## src/rtl/db_arb.sv

```systemverilog
// db_arb: round-robin arbiter sharing one lookup-engine request port between
// two requesters; tracks in-flight lookups in issue order and steers results back.

module db_arb #(
  parameter int KEY_SIZE  = 96,
  parameter int FLAG_SIZE = 4,
  parameter int DEPTH     = 4,
  parameter int TIMEOUT   = 255
) (
  input  logic                 clk,
  input  logic                 rst,
  input  logic                 a_valid,
  output logic                 a_ready,
  input  logic [KEY_SIZE-1:0]  a_key,
  input  logic [FLAG_SIZE-1:0] a_flag,
  output logic                 a_rsp_valid,
  output logic [FLAG_SIZE-1:0] a_rsp_flag,
  input  logic                 b_valid,
  output logic                 b_ready,
  input  logic [KEY_SIZE-1:0]  b_key,
  input  logic [FLAG_SIZE-1:0] b_flag,
  output logic                 b_rsp_valid,
  output logic [FLAG_SIZE-1:0] b_rsp_flag,
  output logic                 db_valid,
  output logic [KEY_SIZE-1:0]  db_key,
  output logic [FLAG_SIZE-1:0] db_flag,
  input  logic                 db_rsp_valid,
  input  logic [FLAG_SIZE-1:0] db_rsp_flag,
  output logic                 err_timeout,
  output logic                 err_orphan
);

  localparam int PW = $clog2(DEPTH);
  localparam int CW = PW + 1;
  localparam int WW = (TIMEOUT > 1) ? $clog2(TIMEOUT) : 1;
  localparam logic [CW-1:0] FULL_CNT = CW'(DEPTH);
  localparam logic [WW-1:0] WD_LAST  = WW'(TIMEOUT - 1);

  typedef enum logic {
    PORT_A = 1'b0,
    PORT_B = 1'b1
  } port_e;

  if ((DEPTH < 2) || ((DEPTH & (DEPTH - 1)) != 0)) begin : g_bad_depth
    $error("db_arb: DEPTH must be a power of 2 and at least 2");
  end
  if (TIMEOUT < 1) begin : g_bad_timeout
    $error("db_arb: TIMEOUT must be at least 1");
  end

  // Tracking state
  logic [CW-1:0]        count_q, count_d;
  logic [PW-1:0]        wr_ptr_q, wr_ptr_d;
  logic [PW-1:0]        rd_ptr_q, rd_ptr_d;
  logic [WW-1:0]        wd_q, wd_d;
  port_e                last_q, last_d;
  port_e                tag_q [DEPTH];

  // Registered outputs
  logic                 db_valid_q, db_valid_d;
  logic [KEY_SIZE-1:0]  db_key_q, db_key_d;
  logic [FLAG_SIZE-1:0] db_flag_q, db_flag_d;
  logic                 a_rsp_valid_q, a_rsp_valid_d;
  logic [FLAG_SIZE-1:0] a_rsp_flag_q, a_rsp_flag_d;
  logic                 b_rsp_valid_q, b_rsp_valid_d;
  logic [FLAG_SIZE-1:0] b_rsp_flag_q, b_rsp_flag_d;
  logic                 err_timeout_q, err_timeout_d;
  logic                 err_orphan_q, err_orphan_d;

  logic  full, empty, pop, flush, grant_ok, push;
  port_e push_port, pop_port;

  assign full  = (count_q == FULL_CNT);
  assign empty = (count_q == '0);
  assign pop   = db_rsp_valid && !empty;
  assign flush = !empty && !pop && (wd_q == WD_LAST);

  // Grants look only at registered occupancy, never at a same-cycle pop.
  assign grant_ok  = rst && !full && !flush;
  assign a_ready   = grant_ok && a_valid && (!b_valid || (last_q == PORT_B));
  assign b_ready   = grant_ok && b_valid && (!a_valid || (last_q == PORT_A));
  assign push      = a_ready || b_ready;
  assign push_port = b_ready ? PORT_B : PORT_A;
  assign pop_port  = tag_q[rd_ptr_q];

  always_comb begin
    // NOTE: every signal gets a default first so no path leaves it unassigned and infers a latch.
    count_d       = count_q;
    wr_ptr_d      = wr_ptr_q;
    rd_ptr_d      = rd_ptr_q;
    wd_d          = wd_q;
    last_d        = last_q;
    db_valid_d    = push;
    db_key_d      = db_key_q;
    db_flag_d     = db_flag_q;
    a_rsp_valid_d = pop && (pop_port == PORT_A);
    a_rsp_flag_d  = a_rsp_flag_q;
    b_rsp_valid_d = pop && (pop_port == PORT_B);
    b_rsp_flag_d  = b_rsp_flag_q;
    err_timeout_d = flush;
    err_orphan_d  = db_rsp_valid && empty;

    if (flush) begin
      count_d  = '0;
      wr_ptr_d = '0;
      rd_ptr_d = '0;
      wd_d     = '0;
    end else begin
      if (push) wr_ptr_d = wr_ptr_q + PW'(1);
      if (pop)  rd_ptr_d = rd_ptr_q + PW'(1);
      case ({push, pop})
        2'b10:   count_d = count_q + CW'(1);
        2'b01:   count_d = count_q - CW'(1);
        default: count_d = count_q;
      endcase
      wd_d = (empty || pop) ? '0 : wd_q + WW'(1);
    end

    if (push) begin
      last_d    = push_port;
      db_key_d  = (push_port == PORT_B) ? b_key  : a_key;
      db_flag_d = (push_port == PORT_B) ? b_flag : a_flag;
    end
    if (a_rsp_valid_d) a_rsp_flag_d = db_rsp_flag;
    if (b_rsp_valid_d) b_rsp_flag_d = db_rsp_flag;
  end

  always_ff @(posedge clk or negedge rst) begin
    if (!rst) begin
      count_q       <= '0;
      wr_ptr_q      <= '0;
      rd_ptr_q      <= '0;
      wd_q          <= '0;
      last_q        <= PORT_A;
      db_valid_q    <= 1'b0;
      db_key_q      <= '0;
      db_flag_q     <= '0;
      a_rsp_valid_q <= 1'b0;
      a_rsp_flag_q  <= '0;
      b_rsp_valid_q <= 1'b0;
      b_rsp_flag_q  <= '0;
      err_timeout_q <= 1'b0;
      err_orphan_q  <= 1'b0;
    end else begin
      // NOTE: non-blocking so every register samples pre-edge values regardless of statement order.
      count_q       <= count_d;
      wr_ptr_q      <= wr_ptr_d;
      rd_ptr_q      <= rd_ptr_d;
      wd_q          <= wd_d;
      last_q        <= last_d;
      db_valid_q    <= db_valid_d;
      db_key_q      <= db_key_d;
      db_flag_q     <= db_flag_d;
      a_rsp_valid_q <= a_rsp_valid_d;
      a_rsp_flag_q  <= a_rsp_flag_d;
      b_rsp_valid_q <= b_rsp_valid_d;
      b_rsp_flag_q  <= b_rsp_flag_d;
      err_timeout_q <= err_timeout_d;
      err_orphan_q  <= err_orphan_d;
    end
  end

  // NOTE: the tag storage is left unreset; count gates every read, so stale entries are never observed.
  always_ff @(posedge clk) begin
    if (push) tag_q[wr_ptr_q] <= push_port;
  end

  assign db_valid    = db_valid_q;
  assign db_key      = db_key_q;
  assign db_flag     = db_flag_q;
  assign a_rsp_valid = a_rsp_valid_q;
  assign a_rsp_flag  = a_rsp_flag_q;
  assign b_rsp_valid = b_rsp_valid_q;
  assign b_rsp_flag  = b_rsp_flag_q;
  assign err_timeout = err_timeout_q;
  assign err_orphan  = err_orphan_q;

  a_one_ready: assert property (@(posedge clk) disable iff (!rst) !(a_ready && b_ready));
  a_count_bound: assert property (@(posedge clk) disable iff (!rst) count_q <= FULL_CNT);
  a_no_ready_full: assert property (@(posedge clk) disable iff (!rst) full |-> !push);

endmodule

```

## config.mk

```make
export PLATFORM = sky130hd
export DESIGN_NAME = db_arb
export DESIGN_NICKNAME = d
export VERILOG_FILES = /design/src/rtl/db_arb.sv
export SDC_FILE = /design/constraint.sdc
export NUM_CORES = 1
export LEC_CHECK = 0
export BUFFER_PORTS_ARGS = -buffer_cell sky130_fd_sc_hd__buf_4
export CAP_MARGIN = 15
export CORE_MARGIN = 3
export CORE_UTILIZATION = 25
export CTS_CLUSTER_SIZE = 40
export DETAILED_ROUTE_END_ITERATION = 10
export PLACE_DENSITY = 0.56
export SETUP_SLACK_MARGIN = 0.2
export SLEW_MARGIN = 20
export SYNTH_ARGS = -nofsm -noshare
export SYNTH_HDL_FRONTEND = slang
export SYNTH_SLANG_ARGS = --single-unit
```

## constraint.sdc

```tcl
create_clock -name clk -period 2.5 [get_ports clk]
set_clock_uncertainty 0.1 [all_clocks]
set_input_delay 0.75 -clock clk [delete_from_list [all_inputs] [get_ports clk]]
set_output_delay 0.75 -clock clk [all_outputs]
set_load 0.02 [all_outputs]
```

==> impl_metrics.env <==
export IMPL_required_ps=1650
export IMPL_worst_setup_path_type="reg2out"
export IMPL_status="finished with violations"
export IMPL_wl_met3_um=1308
export IMPL_drt_initial_drc_count=172
export IMPL_cts_buffers=17
export IMPL_seq_area_frac_synth=0.4970
export IMPL_cp_num_buf_inv=1
export IMPL_area_growth_pct=55.63
export IMPL_ioPinCount=324
export IMPL_synth_area_um2=6736
export IMPL_wl_per_cell_um=16.39
export IMPL_place_ws_ps=52.25
export IMPL_finalWirelength_um=20710
export IMPL_final_core_util=0.3989
export IMPL_coreArea_um2=26280
export IMPL_antenna_cells=0
export IMPL_cts_tree="done"
export IMPL_layout_setup_ws_ps=-124.5
export IMPL_final_nets=1133
export IMPL_ir_drop_uv=510.8
export IMPL_final_instance_count_excl_fill=1263
export IMPL_synth_seq_cells=133
export IMPL_synth_edf_count=4
export IMPL_final_antenna_net_count=0
export IMPL_r2r_cells=7
export IMPL_drc=0
export IMPL_met1_length_um=8513
export IMPL_grt_pass1_vias=5761
export IMPL_final_cell_mix="buf_4 (354), dfrtp_1 (126), a21oi_1 (113)"
export IMPL_die_h_um=170.2
export IMPL_syn_inst=575
export IMPL_fmax_mhz=381.0
export IMPL_powerDensity_nw_per_um2=1155
export IMPL_drv_cap=0
export IMPL_design_area_um2=10480
export IMPL_rsz0062_at_grt="true"
export IMPL_place_area_um2=9714
export IMPL_reg2reg_from="count_q[0]"
export IMPL_via_per_inst=4.507
export IMPL_synthArstFlopShare=0.9699
export IMPL_r2r_end="count_q[1]"
export IMPL_crit_top_cell="and3_4"
export IMPL_crit_arrival_ps=1770
export IMPL_max_stage_delay_ps=440
export IMPL_tightest_slew_ps=691.4
export IMPL_whs_ps=41.03
export IMPL_slew_viol_final=0
export IMPL_syn_num_nets=791
export IMPL_yosys_area_top_type="dfrtp_1"
export IMPL_route_vias_total=5692
export IMPL_synth_top_area_frac=0.4792
export IMPL_dp_cells=1225
export IMPL_synth_area_leaders="dfrtp_1 (48%), mux2i_1 (15%), a21oi_2 (12%)"
export IMPL_end_kind="output pin"
export IMPL_dr_pass1_iters=4
export IMPL_setup_viol=2
export IMPL_grt_pass1_wl_um=31550
export IMPL_min_period_over_period=1.050
export IMPL_start_kind="register"
export IMPL_globalplace_congestion=0.7077
export IMPL_hp_class="in2async"
export IMPL_tns_ps=-237.8
export IMPL_violations="negative setup slack"
export IMPL_layout_drive_gt1_share=0.5517
export IMPL_crit_family="simple AND/OR/NAND/NOR gates"
export IMPL_io_buffers=323
export IMPL_finalCriticalPeriod_ps=2625
export IMPL_relSlewSlack=0.5391
export IMPL_met2_wirelength_um=10680
export IMPL_cp_max_fo=4
export IMPL_ys_flop_type="dfrtp_1"
export IMPL_clock_latency_ps=410
export IMPL_rows=59
export IMPL_cp_cell_sequence="or3b_4 > and3_4 > and3_4 > buf_6"
export IMPL_root_buffer="clkbuf_16"
export IMPL_ys_warn_count=0
export IMPL_htreeDepth=4
export IMPL_postCtsHoldBufs=0
export IMPL_antenna_found_initial=0
export IMPL_cts_buffer_depth=2
export IMPL_ys_types=46
export IMPL_grt_overflow_total=0
export IMPL_mostFrequentLayoutCell="buf_4"
export IMPL_top_layer_used="met4"
export IMPL_grt_max_degree=124
export IMPL_hpwl_um=15130
export IMPL_avgSynthCellArea_um2=11.72
export IMPL_power_total_mw=12.11
export IMPL_die_width_um=170.2
export IMPL_r2r_setup_slack_ps=380
export IMPL_hold_viol=0
export IMPL_grt_use_total=0.1380
export IMPL_path_clk_slew_ps=60
export IMPL_clkSinkCount=133
export IMPL_p_leak_nw=4.803
export IMPL_cp_slowest_cell="dfrtp_2"
export IMPL_die_area_um2=28950
export IMPL_start_util=0.2563
state kept, by name, summed over array words and instances (netlist names):
register and flops:
a_rsp_valid 1, wr_ptr_q 2, wd_q 8, err_orphan 1
rd_ptr_q 2, a_rsp_flag 4, last_q 1, b_rsp_valid 1
db_flag 4, db_key 96, b_rsp_flag 4, count_q 3
tag_q 4, err_timeout 1, db_valid 1
area by class of cell:
class / instances / area (um2)
repair buffers: 369 / 2932
well taps: 335 / 419.2
inverters: 7 / 28.78
clock buffers: 18 / 450.4
clock inverters: 12 / 226.5
flip-flops and latches: 133 / 3352
fillers: 2602 / 15800
multi-input cells: 389 / 3075
worst reg2reg max path, cell delays in order, from the launching register on:
cell,delay (ps)
dfrtp_2,440
buf_4,150
buf_4,150
nor3b_2,270
o21ai_0,170
inv_1,90
fa_1,410
a32o_1,220
power by group:
part / switching [mW] / leakage, nW / internal, mW
clock: 0.961 / 0.323 / 1.92
combinational: 3.03 / 2.98 / 2.53
sequential: 0.555 / 1.50 / 3.11
cell families after synthesis:
| family | after synthesis | share of synthesized area |
|---|---|---|
| adder cells (fa/ha/maj) | 7 | 0.01412 |
| XOR/XNOR | 8 | 0.01040 |
| flip-flops | 133 | 0.4970 |
| AO/OA/AOI/OAI | 218 | 0.2169 |
| AND/OR/NAND/NOR | 45 | 0.04086 |
| multiplexers | 111 | 0.1683 |
| buffers and inverters | 53 | 0.05238 |
Yosys cell counts (2+ instances only):
library cell	n
inv_1	6
clkbuf_1	6
a21oi_1	113
and3_1	7
nand2_1	7
nor3_1	2
a21oi_2	90
dfrtp_1	129
buf_4	2
mux2i_1	102
and2_1	2
xnor2_1	4
ha_1	6
o21ai_0	4
nand3_1	6
mux2_2	4
buf_2	28
edfxtp_1	4
xor2_1	4
o21ai_1	2
nor2_2	2
nor2_1	10
buf_8	9
mux2_1	4
what timing repair did:
item,in CTS,in global routing
pin swaps,1,1
setup endpoints to repair,2,2
cloned,0,0
gates resized for setup,8,1
buffers inserted,7,1
worst max path at each step:
stage	depth (start not counted)	end	start	slack [ps]
global placement	5	b_ready	db_rsp_valid	60
detailed placement	5	b_ready	db_rsp_valid	50
floorplan	4	b_ready	b_valid	200
global route	7	a_ready	wd_q[0]	-190
finish	4	a_ready	count_q[0]	-120
CTS	7	a_ready	wd_q[0]	-160
layer usage:
metal	up-vias	global-route usage
met4	0	0.03104
met5	-	0
li1	2768	-
met3	14	0.04506
met1	2739	0.1707
met2	171	0.2351
(Power assumes the default switching activity.)
